## config.mk

```make
export PLATFORM = sky130hd
export DESIGN_NAME = mult_requester
export DESIGN_NICKNAME = d
export VERILOG_FILES = /design/src/rtl/mult_requester_pkg.sv /design/src/rtl/mult_requester_btn_debounce.sv /design/src/rtl/mult_requester.sv
export SDC_FILE = /design/constraint.sdc
export NUM_CORES = 1
export LEC_CHECK = 0
export BUFFER_PORTS_ARGS = -buffer_cell sky130_fd_sc_hd__buf_2
export CORE_MARGIN = 3
export CORE_UTILIZATION = 28
export DETAILED_ROUTE_END_ITERATION = 16
export GPL_ROUTABILITY_DRIVEN = 0
export PLACE_DENSITY_LB_ADDON = 0.15
export SLEW_MARGIN = 40
export SYNTH_ARGS = -nofsm -noshare
export SYNTH_HDL_FRONTEND = slang
export SYNTH_SLANG_ARGS = --single-unit
```

## constraint.sdc

```tcl
create_clock -name i_clk -period 2 [get_ports i_clk]
set_clock_uncertainty 0.2 [all_clocks]
set_input_delay 0.4 -clock i_clk [delete_from_list [all_inputs] [get_ports i_clk]]
set_output_delay 0.4 -clock i_clk [all_outputs]
set_load 0.01 [all_outputs]
```

## src/rtl/mult_requester_pkg.sv

```systemverilog
`default_nettype none
// ---------------------------------------------------------------------------
// pkg_mult : shared widths, controller/requester state types, watchdog helper
// Revision : 1.0
// ---------------------------------------------------------------------------
package pkg_mult;

  localparam int DW     = 8;
  localparam int WDOG_W = 16;

  typedef enum logic [1:0] {
    C_IDLE,
    C_INIT,
    C_RUN,
    C_DONE
  } control_t;

  typedef enum logic [2:0] {
    IDLE_R,
    REQ_R,
    RUN_R,
    CAPTURE_R,
    DRAIN_R
  } req_state_e;

  typedef struct packed {
    req_state_e        state;
    logic [WDOG_W-1:0] wdog;
    logic [DW-1:0]     op_a;
    logic [DW-1:0]     op_b;
  } req_t;

  function automatic logic wdog_expired(input logic [WDOG_W-1:0] cnt, input int limit);
    return cnt == WDOG_W'(limit - 1);
  endfunction

endpackage
`default_nettype wire

```

## src/rtl/mult_requester_btn_debounce.sv

```systemverilog
`default_nettype none
// ---------------------------------------------------------------------------
// btn_debounce : 2-FF synchroniser, stability debounce, press (1->0) pulse
// Revision     : 1.0
// ---------------------------------------------------------------------------
module btn_debounce #(
  parameter int DB_CYCLES = 4
) (
  input  logic i_clk,
  input  logic i_rst,
  input  logic i_btn,
  output logic o_press
);

  localparam int CW = (DB_CYCLES > 1) ? $clog2(DB_CYCLES) : 1;
  localparam logic [CW-1:0] CNT_MAX = CW'(DB_CYCLES - 1);

  logic          sync1_q, sync1_d;
  logic          sync2_q, sync2_d;
  logic          db_q, db_d;
  logic [CW-1:0] cnt_q, cnt_d;

  always_comb begin
    sync1_d = i_btn;
    sync2_d = sync1_q;
    db_d    = db_q;
    cnt_d   = '0;
    if (sync2_q != db_q) begin
      if (cnt_q == CNT_MAX) begin
        db_d = sync2_q;
      end else begin
        cnt_d = cnt_q + 1'b1;
      end
    end
  end

  // Pulse in the cycle the debounced level is about to fall; releases are silent.
  assign o_press = db_q & ~db_d;

  always_ff @(posedge i_clk or negedge i_rst) begin
    if (!i_rst) begin
      sync1_q <= 1'b1;
      sync2_q <= 1'b1;
      db_q    <= 1'b1;
      cnt_q   <= '0;
    end else begin
      sync1_q <= sync1_d;
      sync2_q <= sync2_d;
      db_q    <= db_d;
      cnt_q   <= cnt_d;
    end
  end

endmodule
`default_nettype wire

```

## src/rtl/mult_requester.sv

```systemverilog
`default_nettype none
// ---------------------------------------------------------------------------
// mult_requester : button-driven initiator of the multiplier start/ready/ovf
//                  handshake; latches operands and holds the captured product
// Revision       : 1.0
// ---------------------------------------------------------------------------
module mult_requester
  import pkg_mult::*;
#(
  parameter int DW        = pkg_mult::DW,
  parameter int DB_CYCLES = 4,
  parameter int TO_CYCLES = 64
) (
  input  logic            i_clk,
  input  logic            i_rst,
  input  logic            i_btn,
  input  logic [DW-1:0]   i_op_a,
  input  logic [DW-1:0]   i_op_b,
  input  logic            i_ready,
  input  logic            i_ovf,
  input  logic [2*DW-1:0] i_product,
  output logic            o_start,
  output logic [DW-1:0]   o_op_a,
  output logic [DW-1:0]   o_op_b,
  output logic [2*DW-1:0] o_result,
  output logic            o_valid,
  output logic            o_busy,
  output logic            o_err
);

  logic            press;
  logic            wdog_exp;
  req_t            req_q, req_d;
  logic [2*DW-1:0] result_q, result_d;
  logic            valid_q, valid_d;
  logic            err_q, err_d;

  btn_debounce #(
    .DB_CYCLES(DB_CYCLES)
  ) u_btn_debounce (
    .i_clk  (i_clk),
    .i_rst  (i_rst),
    .i_btn  (i_btn),
    .o_press(press)
  );

  assign wdog_exp = wdog_expired(req_q.wdog, TO_CYCLES);

  always_comb begin
    req_d    = req_q;
    result_d = result_q;
    valid_d  = valid_q;
    err_d    = err_q;

    if (press && (req_q.state != IDLE_R)) begin
      err_d = 1'b1;
    end

    case (req_q.state)
      IDLE_R: begin
        if (press) begin
          if (i_ready) begin
            req_d.op_a  = i_op_a;
            req_d.op_b  = i_op_b;
            valid_d     = 1'b0;
            err_d       = 1'b0;
            req_d.state = REQ_R;
          end else begin
            err_d = 1'b1;
          end
        end
      end
      REQ_R: begin
        if (!i_ready) begin
          req_d.state = RUN_R;
        end else if (wdog_exp) begin
          req_d.state = IDLE_R;
          err_d       = 1'b1;
        end else begin
          req_d.wdog = req_q.wdog + 1'b1;
        end
      end
      RUN_R: begin
        if (i_ovf) begin
          req_d.state = CAPTURE_R;
        end else if (wdog_exp) begin
          req_d.state = IDLE_R;
          err_d       = 1'b1;
        end else begin
          req_d.wdog = req_q.wdog + 1'b1;
        end
      end
      CAPTURE_R: begin
        result_d    = i_product;
        valid_d     = 1'b1;
        req_d.state = DRAIN_R;
      end
      DRAIN_R: begin
        // Wait for the controller to return to IDLE so a stale ovf cannot re-trigger.
        if (i_ready) begin
          req_d.state = IDLE_R;
        end
      end
      default: req_d.state = IDLE_R;
    endcase

    if (req_d.state != req_q.state) begin
      req_d.wdog = '0;
    end
  end

  always_ff @(posedge i_clk or negedge i_rst) begin
    if (!i_rst) begin
      req_q    <= '{state: IDLE_R, wdog: '0, op_a: '0, op_b: '0};
      result_q <= '0;
      valid_q  <= 1'b0;
      err_q    <= 1'b0;
    end else begin
      req_q    <= req_d;
      result_q <= result_d;
      valid_q  <= valid_d;
      err_q    <= err_d;
    end
  end

  assign o_start  = (req_q.state != REQ_R);
  assign o_busy   = (req_q.state != IDLE_R);
  assign o_op_a   = req_q.op_a;
  assign o_op_b   = req_q.op_b;
  assign o_result = result_q;
  assign o_valid  = valid_q;
  assign o_err    = err_q;

endmodule
`default_nettype wire

```

==> impl_metrics.env, run 1 <==
export IMPL_status="completed"
export IMPL_setup_viol=0
export IMPL_finalHoldViolCount=0
export IMPL_grt_use_total=0.1149
export IMPL_drt_iter0_drc=117
export IMPL_portBuffers=72
export IMPL_arrival_ps=1970
export IMPL_cts_sinks=58
export IMPL_seq_area_frac_synth=0.5481
export IMPL_synthTopCellsByArea="dfrtp_1 (52%), mux2_2 (14%), buf_4 (4.8%)"
export IMPL_postLayoutCoreUtil=0.3939
export IMPL_place_inst=423
export IMPL_ys_flop_type="dfrtp_1"
export IMPL_syn_to_final_growth_pct=33.18
export IMPL_syn_avg_cell_area_um2=11.75
export IMPL_ant_nets=0
export IMPL_row_count=34
export IMPL_p_per_area_nw_per_um2=1242
export IMPL_max_slew_margin=0.7463
export IMPL_p_leak_nw=1.714
export IMPL_critPathLaunch="req_q[32]"
export IMPL_synth_edf_count=0
export IMPL_drive_above_1_share=0.4953
export IMPL_num_antenna_cells=0
export IMPL_drt_pre_antenna_iters=4
export IMPL_cts_made_buffers=9
export IMPL_synth_common_cells="dfrtp_1 (55), mux2_2 (33), nor2_1 (19)"
export IMPL_cts_max_level=3
export IMPL_cts_tree="built"
export IMPL_place_hpwl_um=3836
export IMPL_async_flop_share=1.000
export IMPL_grt_pass1_wl_um=9459
export IMPL_rsz0062_at_grt="true"
export IMPL_ys_types=36
export IMPL_start_util=0.2958
export IMPL_seq_area_um2=1456
export IMPL_clock_tree_buffer_depth=2
export IMPL_syn_inst=226
export IMPL_num_fill_cells=910
export IMPL_grt_pass1_vias=2059
export IMPL_syn_cell_area_um2=2655
export IMPL_drc_errors=0
export IMPL_synth_most_common_cell="dfrtp_1"
export IMPL_routed_wl_um=5617
export IMPL_min_from="i_product[11]"
export IMPL_die_height_um=103.4
export IMPL_timing_fmax_mhz=514.1
export IMPL_grt_max_degree=59
export IMPL_ys_ff_latch=58
export IMPL_core_area_um2=8976
export IMPL_ios=73
export IMPL_tightest_slew_ps=377.6
export IMPL_synth_net_count=265
export IMPL_clk_pin_slew_ps=70
export IMPL_r2r_start="req_q[32]"
export IMPL_grt_overflow=0
export IMPL_max_vdd_ir_drop_mv=0.6183
export IMPL_period_share=0.9725
export IMPL_clk_root_buffer_cell="clkbuf_8"
export IMPL_post_route_min_period_ps=1945
export IMPL_worstPathRequired_ps=2020
export IMPL_viasPerCell=4.378
export IMPL_post_drt_wl_per_cell_um=12.62
export IMPL_clk_latency_ps=340
export IMPL_critPathKind="reg -> reg"
export IMPL_slew_viol_final=0
export IMPL_vias=1948
export IMPL_endpoint_kind="flip-flop"
export IMPL_finalNetCount=353
export IMPL_die_area_um2=10690
export IMPL_yosysTopAreaCell="dfrtp_1"
export IMPL_hold_class="in -> reg"
export IMPL_stdcell_count=445
export IMPL_die_x_um=103.4
export IMPL_cp_max_fo=3
export IMPL_yosys_warnings=0
export IMPL_multiInputGateArea_um2=1070
export IMPL_cp_start_kind="flip-flop"
export IMPL_grt_antenna_before_repair=0
export IMPL_cap_violations=0
export IMPL_yosysTopAreaCellShare=0.5184
[power by group]
group	internal [mW]	switching (mW)
clock	0.577	0.490
sequential	1.57	0.187
combinational	0.849	0.722
total	2.99	1.40
[per-stage QoR]
stage / area [um2] / setup TNS (ps) / hold WS, ps / setup slack [ps] / total power [mW]
after floorplan: 2655 / 0 / -95.59 / 8.675 / 2.754
after global placement: 3236 / -62.62 / 147.6 / -62.62 / 3.231
after detailed placement: 3236 / -68.77 / 150.2 / -63.55 / 3.254
after CTS: 3478 / -13.87 / 58.98 / -13.87 / 4.401
after global routing: 3536 / -26.66 / 62.94 / -14.85 / 4.718
final: 3536 / 0 / 83.16 / 55.04 / 4.391
[cells in the final DEF (no fill, tap or decap), types with 2 or more instances in the layout]
| master | n |
|---|---|
| dlygate4sd3_1 | 2 |
| buf_2 | 70 |
| inv_1 | 3 |
| xor2_1 | 13 |
| nand3b_1 | 2 |
| buf_6 | 4 |
| nand3_1 | 13 |
| mux2_2 | 33 |
| nor2_1 | 19 |
| nor4_1 | 3 |
| xnor2_1 | 2 |
| buf_12 | 4 |
| o21ai_0 | 4 |
| nor3_1 | 4 |
| clkinv_4 | 2 |
| nand4_1 | 10 |
| nor2b_1 | 2 |
| dfrtp_1 | 54 |
| clkinvlp_4 | 2 |
| dfstp_2 | 3 |
| clkbuf_8 | 9 |
| ha_1 | 2 |
| a21oi_1 | 3 |
| nand2_1 | 13 |
| buf_4 | 20 |
[cell families after synthesis]
group                      after synthesis  share of synthesized area
DFF                                     58                     0.5481
buffers and inverters                   26                    0.06173
adders and majority gates                2                   0.009424
AOI/OAI and AO/OA                       13                    0.03299
xor gates and xnor gates                15                    0.04948
muxes                                   33                     0.1400
and+or+nand+nor                         79                     0.1583
[cell type report]
class	count	area share
clock buffers	10	0.03609
clock inverters	6	0.01911
inverters	3	0.003185
multi-input cells	142	0.3025
flip-flops and latches	58	0.4119
well taps	126	0.04459
repair buffers	100	0.1826
[what timing repair did]
item | 4_1_cts | 5_1_grt
pin swaps | 0 | 4
resized for setup | 3 | 8
setup buffers | 2 | 2
endpoints found under the setup margin | 2 | 16
hold buffers | 2 | 0
hold endpoints to repair | 56 | 0
[state kept, by name, indices dropped and copies added (netlist names)]
register and flops:
o_result 16, u_btn_debounce.sync2_q 1, o_valid 1, u_btn_debounce.cnt_q 2
o_err 1, u_btn_debounce.db_q 1, o_op_a 8, req_q 19
o_op_b 8, u_btn_debounce.sync1_q 1
[metal layers]
metal	track usage	vias up	share of wire
li1	-	953	-
met1	0.1427	940	0.46
met2	0.1814	48	0.47
met3	0.04292	7	0.054
met4	0.04482	0	0.012
met5	0	-	0
[worst max-delay path: stages, from the launching register on]
cell	delay [ps]
dfrtp_1	390
or4b_4	540
a21oi_4	190
nand2_2	80
buf_4	130
o21ai_0	220
a21oi_2	80
[final timing paths]
kind,to,slack [ps],depth (start not counted)
max in group asynchronous,u_btn_debounce.db_q,910,3
min in group asynchronous,o_op_b[2],390,3
max,req_q[29],60,6
min,o_result[11],80,2
min reg2reg,u_btn_debounce.sync2_q,160,0
max reg2reg,req_q[29],60,6
(Power assumes the default switching activity.)
==> inputs of run 2 (changes only) <==
--- a/config.mk
+++ b/config.mk
@@ -5,11 +5,13 @@
 export SDC_FILE = /design/constraint.sdc
 export NUM_CORES = 1
 export LEC_CHECK = 0
+export ABC_AREA = 1
 export BUFFER_PORTS_ARGS = -buffer_cell sky130_fd_sc_hd__buf_2
 export CORE_MARGIN = 3
 export CORE_UTILIZATION = 28
 export DETAILED_ROUTE_END_ITERATION = 16
 export GPL_ROUTABILITY_DRIVEN = 0
+export GPL_TIMING_DRIVEN = 0
 export PLACE_DENSITY_LB_ADDON = 0.15
 export SLEW_MARGIN = 40
 export SYNTH_ARGS = -nofsm -noshare
==> run 2 against run 1 <==
Maximum frequency rose by 4.5%. Register-to-register slack improved by 80 ps. Total power grew 13%. Synthesized cell count increased by 27%. Design area increased by 1.5%. Critical path depth grew 3. Critical path type unchanged. Largest cell class unchanged. Global-route usage fell by 0.52 points. Die area increased by 4.3%. Largest power group is now combinational cells. Core utilization shrank 1.3 points. Area after synthesis grew 4.6%. Routed wire length grew 3.9%.
==> impl_metrics.env, run 2 <==
export IMPL_cp_endpoint="req_q[27]"
export IMPL_r2r_cells=9
export IMPL_cts_tree="built"
export IMPL_place_ws_ps=45.18
export IMPL_drc_errors=0
export IMPL_drt_pre_antenna_iters=4
export IMPL_synth_edf_count=0
export IMPL_tightest_slew_ps=539.8
export IMPL_cp_depth=9
export IMPL_async_flop_share=1.000
export IMPL_ant_nets=0
export IMPL_clk_pin_slew_ps=70
export IMPL_finalNetCount=413
export IMPL_layout_common_cells="nand2_1 (73), buf_2 (73), dfrtp_1 (55)"
export IMPL_critPathLaunch="req_q[17]"
export IMPL_drt_iter0_drc=78
export IMPL_viasPerCell=4.213
export IMPL_cts_max_level=3
export IMPL_r2r_end="req_q[27]"
export IMPL_start_util=0.2949
export IMPL_die_height_um=105.6
export IMPL_die_x_um=105.6
export IMPL_yosysTopAreaCell="dfrtp_1"
export IMPL_post_drt_wl_per_cell_um=11.49
export IMPL_num_fill_cells=956
export IMPL_worstPathRequired_ps=2010
export IMPL_p_leak_nw=1.814
export IMPL_syn_inst=286
export IMPL_post_route_min_period_ps=1860
export IMPL_ff2ff_setup_slack_ps=140
export IMPL_seq_area_frac_synth=0.5241
export IMPL_p_per_area_nw_per_um2=1385
export IMPL_cap_violations=0
export IMPL_hold_class="in -> reg"
export IMPL_synth_net_count=325
export IMPL_synth_common_cells="nand2_1 (73), dfrtp_1 (55), nor2_1 (22)"
export IMPL_ys_types=29
export IMPL_syn_to_final_growth_pct=29.29
export IMPL_syn_avg_cell_area_um2=9.708
export IMPL_timing_setup_tns_ps=0
export IMPL_period_share=0.9302
export IMPL_seq_area_um2=1455
export IMPL_fin_area_um2=3590
export IMPL_rsz0062_at_grt="false"
export IMPL_grt_pass1_wl_um=9715
export IMPL_placed_area_um2=3301
export IMPL_max_stage_delay_ps=370
export IMPL_multiInputGateArea_um2=1087
export IMPL_path_delay_family="simple AND/OR/NAND/NOR gates"
export IMPL_ios=73
export IMPL_crit_chain="ha_1 > nand3_2 > nor2_4 > nand2_4 > nand2_1 > nand3_1 > nand3_4 > buf_12 > nor2_2"
export IMPL_grt_use_total=0.1097
export IMPL_core_area_um2=9415
export IMPL_status="completed"
export IMPL_critical_path_buf_inv_count=1
export IMPL_power_total_mw=4.973
export IMPL_clk_root_buffer_cell="clkbuf_8"
export IMPL_cp_max_fo=10
export IMPL_max_vdd_ir_drop_mv=0.4458
export IMPL_critPathKind="reg -> reg"
export IMPL_endpoint_kind="flip-flop"
export IMPL_grt_antenna_before_repair=0
export IMPL_ys_flop_type="dfrtp_1"
export IMPL_slew_viol_final=0
export IMPL_clock_tree_buffer_depth=2
export IMPL_arrival_ps=1870
export IMPL_cts_made_buffers=9
export IMPL_place_hpwl_um=4202
export IMPL_cts_sinks=58
export IMPL_postLayoutCoreUtil=0.3813
export IMPL_r2r_start="req_q[17]"
export IMPL_grt_overflow=0
export IMPL_die_area_um2=11150
export IMPL_drive_above_1_share=0.4327
export IMPL_grt_max_degree=59
export IMPL_clk_latency_ps=330
export IMPL_num_antenna_cells=0
export IMPL_routed_wl_um=5837
export IMPL_yosys_warnings=0
export IMPL_fin_ws_ps=139.5
export IMPL_row_count=35
export IMPL_ys_ff_latch=58
export IMPL_vias=2140
export IMPL_cp_start_kind="flip-flop"
export IMPL_synth_most_common_cell="nand2_1"
export IMPL_grt_pass1_vias=2047
export IMPL_finalHoldViolCount=0
export IMPL_largest_reg_flops=19
export IMPL_portBuffers=72
export IMPL_timing_fmax_mhz=537.5
export IMPL_synthTopCellsByArea="dfrtp_1 (50%), nand2_1 (9.9%), mux2_2 (6.5%)"
export IMPL_setup_viol=0
export IMPL_top_register="req_q"
export IMPL_syn_cell_area_um2=2776
export IMPL_yosysTopAreaCellShare=0.4957
export IMPL_max_slew_margin=0.6401
export IMPL_crit_path_top_delay_cell="dfrtp_1"
run 2: changes by cell type after synthesis, moves of 6 or more:
cell	previous run	this run
xor2_1	13	7
nor2_2	0	12
nand2_1	13	73
mux2_2	33	16
inv_1	3	17
run 2: through the flow:
step,instances,hold slack (ps)
6_report,508,67.29
3_3_place_gp,487,146.0
3_5_place_dp,487,147.5
2_1_floorplan,286,-95.59
5_1_grt,508,57.20
4_1_cts,505,43.63
run 2: layer usage:
metal  share of wire  GRT usage  up-vias
li1                -          -     1077
met1            0.47     0.1389     1009
met2            0.47     0.1730       48
met3           0.046    0.02817        6
met4           0.016    0.05550        0
met5               0          0        -
run 2: layout make-up:
type	count	area share
clock buffers	11	0.03939
repair buffers	77	0.1140
well taps	129	0.04496
clock inverters	5	0.02161
inverters	21	0.02266
multi-input cells	185	0.3029
flip-flops and latches	58	0.4054
plain buffers	22	0.04915
run 2: tightest hold or removal path: stages:
cell	delay [ps]
buf_2	80
nand2_1	40
nand2_1	50
run 2: cells by family (layout without fill, tap and decap cells):
kind of cell | Yosys count | count (layout) | synth area share
AOI/OAI and AO/OA | 12 | 12 | 0.02794
xor gates and xnor gates | 11 | 11 | 0.03470
adders and majority gates | 2 | 2 | 0.009012
buffers and inverters | 43 | 136 | 0.08787
DFF | 58 | 58 | 0.5241
muxes | 16 | 16 | 0.06489
and+or+nand+nor | 144 | 144 | 0.2515
run 2: how the worst min path moves through the flow:
stage,start,cells past startpoint,endpoint,slack [ps]
2_1_floorplan,i_rst,0,o_err,-100
3_5_place_dp,u_btn_debounce.sync1_q,0,u_btn_debounce.sync2_q,150
3_3_place_gp,u_btn_debounce.sync1_q,0,u_btn_debounce.sync2_q,150
5_1_grt,i_op_a[2],3,o_op_a[2],60
6_report,i_op_a[2],3,o_op_a[2],70
4_1_cts,i_op_a[2],3,o_op_a[2],40
run 2: repair_timing:
item,4_1_cts,5_1_grt
hold endpoints to repair,56,0
setup endpoints to repair,0,17
gates resized for setup,0,6
buffers inserted,0,3
hold buffers,2,0
run 2: power by group:
part           internal (mW)  total [mW]  switching, mW
Clock                  0.732        1.19          0.460
Sequential              1.57        1.78          0.210
Combinational          0.984        2.00           1.02
Total                   3.28        4.97           1.69
==> inputs of run 3 (changes only) <==
--- a/config.mk
+++ b/config.mk
@@ -9,10 +9,12 @@
 export BUFFER_PORTS_ARGS = -buffer_cell sky130_fd_sc_hd__buf_2
 export CORE_MARGIN = 3
 export CORE_UTILIZATION = 28
+export CTS_CLUSTER_DIAMETER = 40
 export DETAILED_ROUTE_END_ITERATION = 16
 export GPL_ROUTABILITY_DRIVEN = 0
 export GPL_TIMING_DRIVEN = 0
 export PLACE_DENSITY_LB_ADDON = 0.15
+export REMOVE_ABC_BUFFERS = 1
 export SLEW_MARGIN = 40
 export SYNTH_ARGS = -nofsm -noshare
 export SYNTH_HDL_FRONTEND = slang
==> run 3 against run 2 <==
Via count is 4.4% lower. Critical path depth decreased by 4. Design area fell by 2.0%. Register-to-register slack is essentially flat. Core utilization decreased by 0.77 points. Cell count is 3.3% lower. Hold slack got worse by 12 ps. Maximum frequency fell by 2.4%. Non-clock buffer count fell by 18. Critical endpoint is now o_busy. Combinational power is 11% lower. Highest routed layer unchanged. Largest cell class unchanged.
==> impl_metrics.env, run 3 (same netlist as run 2, synthesis figures left out) <==
export IMPL_num_fill_cells=979
export IMPL_vias=2046
export IMPL_syn_to_final_growth_pct=26.68
export IMPL_die_height_um=105.6
export IMPL_tightest_slew_ps=436.5
export IMPL_viasPerCell=4.167
export IMPL_switchingPower_mw=1.670
export IMPL_status="completed"
export IMPL_arrival_ps=1310
export IMPL_switching_share=0.3445
export IMPL_clock_tree_buffer_depth=2
export IMPL_drt_iter0_drc=60
export IMPL_start_util=0.2949
export IMPL_endpoint_kind="output pin"
export IMPL_core_area_um2=9415
export IMPL_cts_made_buffers=9
export IMPL_cts_sinks=58
export IMPL_crit_chain="inv_4 > nand2_2 > nor2_4 > inv_1 > buf_2"
export IMPL_met1_usage=0.1362
export IMPL_slew_viol_final=0
export IMPL_stdcell_count=491
export IMPL_p_per_area_nw_per_um2=1378
export IMPL_post_route_min_period_ps=1905
export IMPL_grt_use_met3=0.03613
export IMPL_portBuffers=72
export IMPL_power_frac_seq=0.372
export IMPL_grt_pass1_wl_um=9880
export IMPL_ios=73
export IMPL_worstPathRequired_ps=1400
export IMPL_p_int_mw=3.178
export IMPL_grt_pass1_vias=2104
export IMPL_setup_viol=0
export IMPL_cts_tree="built"
export IMPL_grt_use_total=0.1108
export IMPL_post_drt_wl_per_cell_um=11.59
export IMPL_critPathKind="reg -> out"
export IMPL_timing_fmax_mhz=524.8
export IMPL_max_vdd_ir_drop_mv=0.7738
export IMPL_grt_overflow=0
export IMPL_clk_latency_ps=330
export IMPL_grt_antenna_before_repair=0
export IMPL_drt_pre_antenna_iters=4
export IMPL_num_antenna_cells=0
export IMPL_die_area_um2=11150
export IMPL_clkPwrFrac=0.260
export IMPL_cp_start_kind="flip-flop"
export IMPL_max_stage_delay_ps=460
export IMPL_gr_usage_met2=0.1749
export IMPL_rsz0062_at_grt="false"
export IMPL_clk_pin_slew_ps=70
export IMPL_clk_root_buffer_cell="clkbuf_8"
export IMPL_ant_nets=0
export IMPL_drive_above_1_share=0.4227
export IMPL_period_share=0.9527
export IMPL_cp_max_fo=5
export IMPL_top_register="req_q"
export IMPL_p_leak_nw=1.747
export IMPL_place_inst=465
export IMPL_hold_class="in -> reg"
export IMPL_layout_common_cells="nand2_1 (72), buf_2 (71), dfrtp_1 (53)"
export IMPL_largest_reg_flops=19
export IMPL_finalHoldViolCount=0
export IMPL_cap_violations=0
export IMPL_gr_max_usage_layer="met2"
export IMPL_crit_path_top_delay_cell="dfrtp_2"
export IMPL_place_hpwl_um=3889
export IMPL_final_common_cell="nand2_1"
export IMPL_drc_errors=0
export IMPL_grt_max_degree=59
export IMPL_die_x_um=105.6
export IMPL_comb_power_share=0.368
export IMPL_max_slew_margin=0.7087
export IMPL_finalNetCount=396
export IMPL_cts_max_level=3
export IMPL_row_count=35
export IMPL_routed_wl_um=5693
export IMPL_postLayoutCoreUtil=0.3736
[run 3: changes by cell type in the layout (fill, tap and decap cells not counted), sizes merged]
cell,delta
buf,-17
clkinv,-1
nand2,+1
[run 3: path summary, 6_finish.rpt]
check / start / end / slack [ps] / cells past startpoint
worst max-delay path: req_q[33] / o_busy / 90 / 5
worst min-delay path: i_op_a[5] / o_op_a[5] / 60 / 3
worst max register to register: u_btn_debounce.cnt_q[0] / req_q[18] / 150 / 9
worst min register to register: u_btn_debounce.sync1_q / u_btn_debounce.sync2_q / 150 / 0
max in group asynchronous: i_rst / u_btn_debounce.sync1_q / 760 / 3
min in group asynchronous: i_rst / o_op_a[7] / 280 / 2
[run 3: through the flow]
step                      area, um2  power [mW]  setup WS, ps  setup TNS [ps]  hold WS (ps)
after global routing           3517       5.214         4.144               0         35.02
final                          3517       4.848         94.51               0         55.68
after floorplan                2611       2.796        -95.83          -947.7        -95.59
after CTS                      3435       4.848        -16.02          -16.02         37.79
after global placement         3133       3.391        -637.7          -11670         146.6
after detailed placement       3136       3.411        -669.0          -12170         146.8
[run 3: worst max-delay path: cells and delay by family, from the launching register on]
kind / cells / cell delay, ps
flip-flops: 1 / 460
buffers and inverters: 3 / 310
AND/OR/NAND/NOR: 2 / 220
[run 3: area by class of cell]
cell class / count / area (um2) / area share
Clock buffer: 12 / 165.2 / 0.04696
Timing Repair Buffer: 81 / 460.4 / 0.1309
Inverter: 21 / 83.83 / 0.02383
Tap cell: 129 / 161.4 / 0.04589
Clock inverter: 4 / 72.57 / 0.02063
Sequential cell: 58 / 1458 / 0.4144
Multi-Input combinational cell: 186 / 1116 / 0.3173
[run 3: metal layers]
metal / up-vias / routed length [um]
li1: 1042 / -
met1: 949 / 2595
met2: 45 / 2655
met3: 10 / 336
met4: 0 / 106
met5: - / 0
[run 3: power groups by stage]
stage          clock, mW  combinational [mW]  sequential (mW)
2_1_floorplan          0               0.833             1.96
3_3_place_gp           0                1.58             1.81
3_5_place_dp           0                1.59             1.82
4_1_cts             1.31                1.73             1.81
5_1_grt             1.37                1.98             1.86
6_report            1.26                1.78             1.80
[run 3: timing repair]
action                     CTS  global route
gates cloned                 0             1
hold endpoints to repair    56             0
pin swaps                    1             1
gates resized for setup      6             5
hold buffers                 2             0
setup endpoints to repair   33            18
setup buffers                1             5
